[config.mk]
export PLATFORM = sky130hd
export DESIGN_NAME = fetch_unit
export DESIGN_NICKNAME = d
export VERILOG_FILES = /design/src/rtl/rv32i_types.sv /design/src/rtl/fetch_unit_queue.sv /design/src/rtl/fetch_unit.sv
export SDC_FILE = /design/constraint.sdc
export NUM_CORES = 1
export LEC_CHECK = 0
export ABC_AREA = 1
export BUFFER_PORTS_ARGS = -buffer_cell sky130_fd_sc_hd__buf_2
export CORE_UTILIZATION = 38
export CTS_CLUSTER_DIAMETER = 40
export DETAILED_ROUTE_END_ITERATION = 10
export PLACE_DENSITY = 0.65
export SYNTH_ARGS = -nofsm -noshare
export SYNTH_HDL_FRONTEND = slang
export SYNTH_SLANG_ARGS = --single-unit
[constraint.sdc]
create_clock -name clk -period 6.9 [get_ports clk]
set_clock_uncertainty 0.2 [all_clocks]
set_input_delay 1.035 -clock clk [delete_from_list [all_inputs] [get_ports clk]]
set_output_delay 1.035 -clock clk [all_outputs]
set_load 0.01 [all_outputs]
[src/rtl/rv32i_types.sv]
// ---------------------------------------------------------------------------
// rv32i_types : shared types for the instruction-fetch stage.   Rev 1.0
// ---------------------------------------------------------------------------
`default_nettype none

package rv32i_types;

    typedef enum logic [1:0] {
        IDLE   = 2'd0,
        FETCH  = 2'd1,
        SQUASH = 2'd2,
        FULL   = 2'd3
    } fetch_state_t;

    typedef struct packed {
        logic [31:0] pc;
        logic [31:0] instr;
    } fetch_entry_t;

    function automatic logic [31:0] word_align(input logic [31:0] addr);
        return {addr[31:2], 2'b00};
    endfunction

endpackage

`default_nettype wire

[src/rtl/fetch_unit_queue.sv]
// ---------------------------------------------------------------------------
// fetch_queue : QDEPTH-entry FIFO of {pc, instr}; flush beats push and pop.
// Rev 1.0
// ---------------------------------------------------------------------------
`default_nettype none

module fetch_queue
    import rv32i_types::*;
#(
    parameter int QDEPTH = 2,
    localparam int PW    = $clog2(QDEPTH)
) (
    input  logic         clk,
    input  logic         rst_n,
    input  logic         push,
    input  logic         pop,
    input  logic         flush,
    input  fetch_entry_t wdata,
    output logic [PW:0]  count,
    output logic         full,
    output logic         empty,
    output fetch_entry_t head
);

    fetch_entry_t  mem [QDEPTH];
    logic [PW-1:0] rd_ptr;
    logic [PW-1:0] wr_ptr;
    logic          do_push;
    logic          do_pop;

    assign empty   = (count == '0);
    assign full    = (count == (PW+1)'(QDEPTH));
    assign do_pop  = pop & ~empty & ~flush;
    assign do_push = push & ~flush & (~full | do_pop);

    // Storage itself is not reset; the head is forced to zero while empty.
    assign head = empty ? '0 : mem[rd_ptr];

    always_ff @(posedge clk) begin
        if (do_push) begin
            mem[wr_ptr] <= wdata;
        end
    end

    always_ff @(posedge clk or negedge rst_n) begin
        if (!rst_n) begin
            rd_ptr <= '0;
            wr_ptr <= '0;
            count  <= '0;
        end else if (flush) begin
            rd_ptr <= '0;
            wr_ptr <= '0;
            count  <= '0;
        end else begin
            if (do_push) begin
                wr_ptr <= wr_ptr + 1'b1;
            end
            if (do_pop) begin
                rd_ptr <= rd_ptr + 1'b1;
            end
            if (do_push && !do_pop) begin
                count <= count + 1'b1;
            end else if (do_pop && !do_push) begin
                count <= count - 1'b1;
            end
        end
    end

endmodule

`default_nettype wire

[src/rtl/fetch_unit.sv]
// ---------------------------------------------------------------------------
// fetch_unit : PC owner, imem handshake, redirect/squash, instruction queue.
// Rev 1.0
// ---------------------------------------------------------------------------
`default_nettype none

module fetch_unit
    import rv32i_types::*;
#(
    parameter logic [31:0] RESET_PC = 32'h0000_0060,
    parameter int          QDEPTH   = 2
) (
    input  logic        clk,
    input  logic        rst_n,
    output logic        imem_read,
    output logic [31:0] imem_address,
    input  logic        imem_resp,
    input  logic [31:0] imem_rdata,
    input  logic        redirect_valid,
    input  logic [31:0] redirect_pc,
    input  logic        stall,
    output logic        out_valid,
    output logic [31:0] out_instr,
    output logic [31:0] out_pc
);

    localparam int PW = $clog2(QDEPTH);

    fetch_state_t state;
    logic [31:0]  fetch_pc;
    logic [31:0]  pending_pc;
    logic [31:0]  redirect_tgt;
    logic [PW:0]  count;
    logic [PW:0]  count_after;
    logic         q_full;
    logic         q_empty;
    logic         push;
    logic         pop;
    fetch_entry_t wdata;
    fetch_entry_t head;

    assign redirect_tgt = word_align(redirect_pc);
    assign imem_read    = (state == FETCH) || (state == SQUASH);
    // In SQUASH fetch_pc is untouched, so the stale address stays on the bus.
    assign imem_address = word_align(fetch_pc);

    assign out_valid = ~q_empty;
    assign out_pc    = head.pc;
    assign out_instr = head.instr;

    assign pop         = out_valid & ~stall;
    assign push        = (state == FETCH) & imem_resp & ~redirect_valid;
    assign wdata.pc    = fetch_pc;
    assign wdata.instr = imem_rdata;
    assign count_after = count + (PW+1)'(push) - (PW+1)'(pop);

    fetch_queue #(.QDEPTH(QDEPTH)) u_queue (
        .clk   (clk),
        .rst_n (rst_n),
        .push  (push),
        .pop   (pop),
        .flush (redirect_valid),
        .wdata (wdata),
        .count (count),
        .full  (q_full),
        .empty (q_empty),
        .head  (head)
    );

    always_ff @(posedge clk or negedge rst_n) begin
        if (!rst_n) begin
            state      <= IDLE;
            fetch_pc   <= RESET_PC;
            pending_pc <= RESET_PC;
        end else begin
            case (state)
                IDLE: begin
                    state <= FETCH;
                    if (redirect_valid) begin
                        fetch_pc <= redirect_tgt;
                    end
                end
                FETCH: begin
                    if (redirect_valid) begin
                        if (imem_resp) begin
                            fetch_pc <= redirect_tgt;
                        end else begin
                            pending_pc <= redirect_tgt;
                            state      <= SQUASH;
                        end
                    end else if (imem_resp) begin
                        fetch_pc <= fetch_pc + 32'd4;
                        if (count_after == (PW+1)'(QDEPTH)) begin
                            state <= FULL;
                        end
                    end
                end
                SQUASH: begin
                    if (redirect_valid && imem_resp) begin
                        fetch_pc <= redirect_tgt;
                        state    <= FETCH;
                    end else if (redirect_valid) begin
                        pending_pc <= redirect_tgt;
                    end else if (imem_resp) begin
                        fetch_pc <= pending_pc;
                        state    <= FETCH;
                    end
                end
                FULL: begin
                    if (redirect_valid) begin
                        fetch_pc <= redirect_tgt;
                        state    <= FETCH;
                    end else if (pop || !q_full) begin
                        state <= FETCH;
                    end
                end
                default: state <= IDLE;
            endcase
        end
    end

endmodule

`default_nettype wire
# Word level (Yosys, flattened, before mapping)
# Memories as Yosys holds them, arrays and structs flattened.
# Index checks and enable logic that the tools add are counted.
dict set report totals {
  ff_bits 70
  mem_bits_rw 128
  inputBits 69
  out_inout_bits 98
  word_cells 93
  n_memories 1
}
# name depth width read_ports rd_clocked_by_memory_dff wr line_no
set mem_list {}
lappend mem_list {u_queue.mem 2 64 1 0 1 fetch_unit_queue.sv:25} ;# fetch_entry_t mem [QDEPTH];
dict set report classes {
  addsub 7
  n_eq_ne 17
  muxes 32
  bitwise 12
  reduce_logical 18
}
# cell n
set op_table {}
lappend op_table {{$mux W32} 10}
lappend op_table {{$pmux W32 S3} 1}
lappend op_table {{$mux W64} 1}
lappend op_table {{$pmux W32 S2} 1}
lappend op_table {{$add A32 B3 Y32 const B} 1}
lappend op_table {{$mux W2} 12}
lappend op_table {{$ne A2 B2 Y1 const B} 5}
lappend op_table {{$ne A3 B2 Y1 const B} 3}
lappend op_table {{$ne A3 B3 Y1 const B} 3}
lappend op_table {{$eq A2 B2 Y1 const B} 4}
lappend op_table {{$pmux W2 S4} 1}
lappend op_table {{$and A1 B1 Y1} 7}
lappend op_table {{$mux W1} 6}
lappend op_table {{$reduce_and A6 Y1} 1}
lappend op_table {{$reduce_bool A2 Y1} 3}
lappend op_table {{$reduce_and A5 Y1} 1}
lappend op_table {{$logic_not A2 Y1} 2}
lappend op_table {{$not A1 Y1} 4}
lappend op_table {{$reduce_and A4 Y1} 1}
lappend op_table {{$logic_and A1 B1 Y1} 3}
lappend op_table {{$logic_not A1 Y1} 3}
lappend op_table {{$reduce_bool A3 Y1} 1}
lappend op_table {{$add A1 B1 Y1 const B} 2}
lappend op_table {{$add A2 B1 Y2} 1}
lappend op_table {{8 further kinds} 9}

# Logic depth before layout (Yosys ltp)
dict set report depth {
  word_depth 12
  depth_mapped 12
  ltp_nobuf 12
}

# By module
# Synthesis repeated with hierarchy kept, for this count alone.
dict set report unflattened {
  hier_cells 1024
  hier_area_um2 9630.5
}
# mod n_inst cells_per_inst area_each_um2 seq_area_each_um2
set by_module_without_submodules {}
lappend by_module_without_submodules {fetch_queue 1 380 5237.5 3943.8}
lappend by_module_without_submodules {fetch_unit 1 644 4393.0 1556.5}

# Worst setup path before layout
# OpenSTA, ideal clock, no wires.
dict set report synth_path {
  path_type {input port to flip-flop}
  startpoint {input port redirect_valid}
  endpoint {memory u_queue.mem[0][0] (netlist bit), enable pin}
  setup_time_ps 482
  arrival_time_ps 4182
  required_ps 6218
  slack_ps 2036
  cell_stages 4
  n_path_buf 1
  path_cell_list {buf_4 -> nor3_4 -> nand2_1 -> nor2_1}
}
dict set report synth_via {
  elab_chain_len 6
  word_cells_on_any_way 8
  cone_classes {2 x mux; 6 x bitwise}
}
# item line_no
set synth_lines {}
lappend synth_lines {{start: declaration} fetch_unit.sv:19} ;# input logic redirect_valid,
lappend synth_lines {{$not A1 Y1 (*)} {fetch_unit_queue.sv:33, fetch_unit_queue.sv:34, fetch_unit.sv:52}}
lappend synth_lines {{$and A1 B1 Y1, on equally long branches} {fetch_unit.sv:52, fetch_unit_queue.sv:33}}
lappend synth_lines {{$and A1 B1 Y1 or $or A1 B1 Y1 (tied branches)} fetch_unit_queue.sv:34} ;# assign do_push = push & ~flush & (~full | do_pop);
lappend synth_lines {{$and A1 B1 Y1 (*)} fetch_unit_queue.sv:34}
lappend synth_lines {{$mux W1 (*)} fetch_unit_queue.sv:40} ;# if (do_push) begin
lappend synth_lines {{$mux W1 (not written as such) (*)} fetch_unit_queue.sv:41} ;# mem[wr_ptr] <= wdata;
lappend synth_lines {{end: declaration} fetch_unit_queue.sv:25}
# Mark *: on every way between the ends. The rest lies on a longest branch, timed or not.

# Worst setup path in the final report
dict set report layout_path {
  startpoint {register state[0]}
  endpoint {register pending_pc[27]}
}
dict set report layout_via {
  elab_chain_len 3
  word_cells_on_any_way 9
  cone_classes {6 x eq/ne; 1 x mux; 2 x reduce/logical}
}
# item line_no
set layout_lines {}
lappend layout_lines {{start: declaration} fetch_unit.sv:29} ;# fetch_state_t state;
lappend layout_lines {{start signal: assignment} fetch_unit.sv:72} ;# state <= IDLE;
lappend layout_lines {{start signal: assignment} fetch_unit.sv:78} ;# state <= FETCH;
lappend layout_lines {{start signal: assignment} fetch_unit.sv:89} ;# state <= SQUASH;
lappend layout_lines {{$eq A2 B2 Y1 or $eq A2 B1 Y1 (tied branches)} fetch_unit.sv:76} ;# case (state)
lappend layout_lines {{$ne A2 B2 Y1 (no source line) or $reduce_bool A2 Y1 (tied branches)} --}
lappend layout_lines {{$reduce_and A5 Y1 (no source line)} --}
lappend layout_lines {{end signal: assignment} fetch_unit.sv:88} ;# pending_pc <= redirect_tgt;
lappend layout_lines {{end signal: assignment} fetch_unit.sv:103} ;# pending_pc <= redirect_tgt;
lappend layout_lines {{end: declaration} fetch_unit.sv:31} ;# logic [31:0] pending_pc;
# Several ways; a longest one is shown, not always the timed one.
# A chain may end at the register's enable or synchronous reset.

==> results by group <==
Route
  • 1st-pass router iterations: 5
  • Via count: 7544
  • # DRC: 0
  • WL final: 24.2 mm
  • Final ANT Viol Nets: 0
  • Starting DRT DRC Count: 671
  • Drt wl/cell: 16.2 um
  • Vias/cell: 5.04

Clock network
  • Worst skew pair latency: 0.44 ns
  • Setup bufs post-CTS: 0
  • PostCTS Resize Cnt: 0
  • Clk sinks: 190
  • Num CTS Buffers: 17
  • Clock slew seen by the registers of the worst setup and hold paths: 0.07 ns
  • CTS HTree Levels: 4
  • Clock root cell: clkbuf_16
  • Cts hold-fix bufs: 0
  • TritonCTS clock tree: yes
  • Clk buf depth: 2

Timing
  • RSZ-0062 raised after global routing: no
  • Period minus WS final: 3.61 ns
  • Worst slew pin tran: 0.902 ns
  • Final Hold Fails: 0
  • Setup TNS: 0 ns
  • Final setup viols: 0
  • Max Fclk: 277 MHz
  • Max-slew headroom: 39.9%
  • Final slew viol count: 0
  • Fin crit share: 52.3%

Global route
  • First-pass GRT wire length: 37.2 mm
  • Vias in the first global route: 6860
  • Gr usage total: 19.5%
  • Largest net degree at the start of global routing: 67
  • Initial antenna violation count: 0
  • GRT overflow: 0

Worst setup path
  • Delay of the slowest critical-path stage: 0.70 ns
  • Crit path max fanout: 38
  • CP endpoint kind: flop
  • Worst EP required: 7.01 ns
  • WP buf/inv: 3
  • Worst setup SP type: flop
  • Cell Chain, Critical Path: inv_1 -> ha_1 -> inv_1 -> nand2_1 -> nand3_1 -> buf_4 -> nand2_1 -> o21ai_0
  • Reg2Reg Setup Slack: 3.29 ns
  • Critical path arrival: 3.72 ns
  • Delay-heaviest family, CP: buffers and inverters
  • CP max stage cell: ha_1
  • WS Path Type: reg2reg

Cells and area
  • Layout cells sized above 1: 19.9%
  • Layout Nets: 1241
  • Most common cell after layout, fill and taps aside: nand2_1
  • Ant. Diodes: 0
  • Most frequent cells in the layout: 274 x nand2_1, 160 x buf_2, 148 x a21oi_1
  • Final non-filler cell total: 1497
  • Layout area overhead: 17.3%

Synthesis
  • Synthesized area per cell: 8.99 um2
  • Post-Syn Area: 9280 um2
  • Synth warn: 0
  • Sequential area share after synthesis: 58.0%
  • Gate Count Post-Synth: 1032
  • Top FF cell, synth: edfxtp_1
  • Synth cell types: 41
  • Yosys reg bits: 190
  • Synth async-reset ratio: 34.7%
  • Number of synthesized flops with an enable pin: 124

Floorplanning
  • Horiz. Die Dim: 158 um
  • Die Height: 158 um
  • Row count: 56
  • I/O pins: 167
  • Initial Utilization: 39.2%
  • Core area: 23700 um2
  • Die ar.: 25100 um2

Power and ir drop
  • Total Power: 4700 uW
  • Pwr/cell area: 431 nW/um2
  • Peak supply drop: 0.000207 V
  • Lkg Pwr: 0.00465 uW

Placed design
  • PortBufs: 160
  • Dpl cells: 1465
  • Placer Congestion: 0.820
  • Hpwl dp: 15.1 mm

Min path
  • Worst hold path class: reg2reg

Job
  • Max cap viols: 0

Status
  • Outcome: complete, no violations
## cell families (layout without fill, tap and decap cells)
group	after synthesis	in the layout	synth area share, %
buffers and inverters	134	277	6.05
other	1	4	0.0404
XOR/XNOR	6	6	0.566
AND/OR/NAND/NOR	421	421	18.8
adder cells (fa/ha/maj)	7	7	0.944
flip-flops	190	190	58.0
AO/OA/AOI/OAI	273	273	15.6
## worst paths after layout
path,from,endpoint,depth (start not counted)
setup / recovery,state[0],pending_pc[27],8
hold / removal,pending_pc[21],pending_pc[21],2
setup reg to reg,state[0],pending_pc[27],8
hold reg to reg,pending_pc[21],pending_pc[21],2
max in group asynchronous,rst_n,u_queue.rd_ptr,2
min in group asynchronous,rst_n,fetch_pc[27],2
## worst reg2reg max path, delay by kind of cell (launching register included)
| family | cells | cell delay [ns] |
|---|---|---|
| AO/OA/AOI/OAI | 1 | 0.08 |
| adder cells (fa/ha/maj) | 1 | 0.70 |
| buffers and inverters | 3 | 1.09 |
| AND/OR/NAND/NOR | 3 | 0.98 |
| flip-flops | 1 | 0.43 |
## stage by stage
step / util, % / hold slack, ns / worst slack, ns / cell area [um2]
5_1_grt: 46.0 / 0.304 / 2.95 / 10900
3_3_place_gp: 43.5 / 0.261 / 3.35 / 10300
4_1_cts: 46.0 / 0.286 / 3.28 / 10900
6_report: 46.0 / 0.286 / 3.29 / 10900
2_1_floorplan: - / 0.248 / 2.04 / 9290
3_5_place_dp: 43.5 / 0.269 / 3.32 / 10300
## synth_stat cells (all sizes together), types with 4 or more instances
library cell / instances / area, um2
edfxtp: 124 / 3720
nor2: 97 / 432
xor2: 4 / 35.0
dfrtp: 62 / 1550
nand3: 37 / 190
clkbuf: 30 / 114
nor3: 4 / 31.3
ha: 7 / 87.6
a22oi: 4 / 43.8
dfstp: 4 / 105
nand2: 280 / 1080
buf: 28 / 163
o21ai: 91 / 459
a21oi: 148 / 741
inv: 76 / 285
o22ai: 19 / 119
## metal layers
| layer | global-route usage (%) | up-vias | part of all wire (%) |
|---|---|---|---|
| met5 | 0 | - | 0 |
| met4 | 5.86 | 0 | 1.2 |
| met3 | 3.48 | 20 | 6.4 |
| met2 | 31.3 | 237 | 47 |
| met1 | 26.9 | 3541 | 46 |
| li1 | - | 3746 | - |
## cell type report
type / instances / area [um2]
Clock inverter: 14 / 153
Multi-Input combinational cell: 711 / 3370
Inverter: 76 / 285
Clock buffer: 18 / 429
Fill cell: 2334 / 12800
Timing Repair Buffer: 169 / 868
Tap cell: 319 / 399
Sequential cell: 190 / 5380
## sequential cells by signal (all words and copies together), names as in the netlist
signal / count
fetch_pc: 30
u_queue.wr_ptr: 1
pending_pc: 30
u_queue.count: 2
u_queue.mem: 124
state: 2
u_queue.rd_ptr: 1
## where the power goes
group | internal [uW] | switching [uW]
Sequential | 1550 | 323
Clock | 512 | 458
Combinational | 637 | 1210
Total | 2700 | 2000
Power figures use the tool's default switching activity.
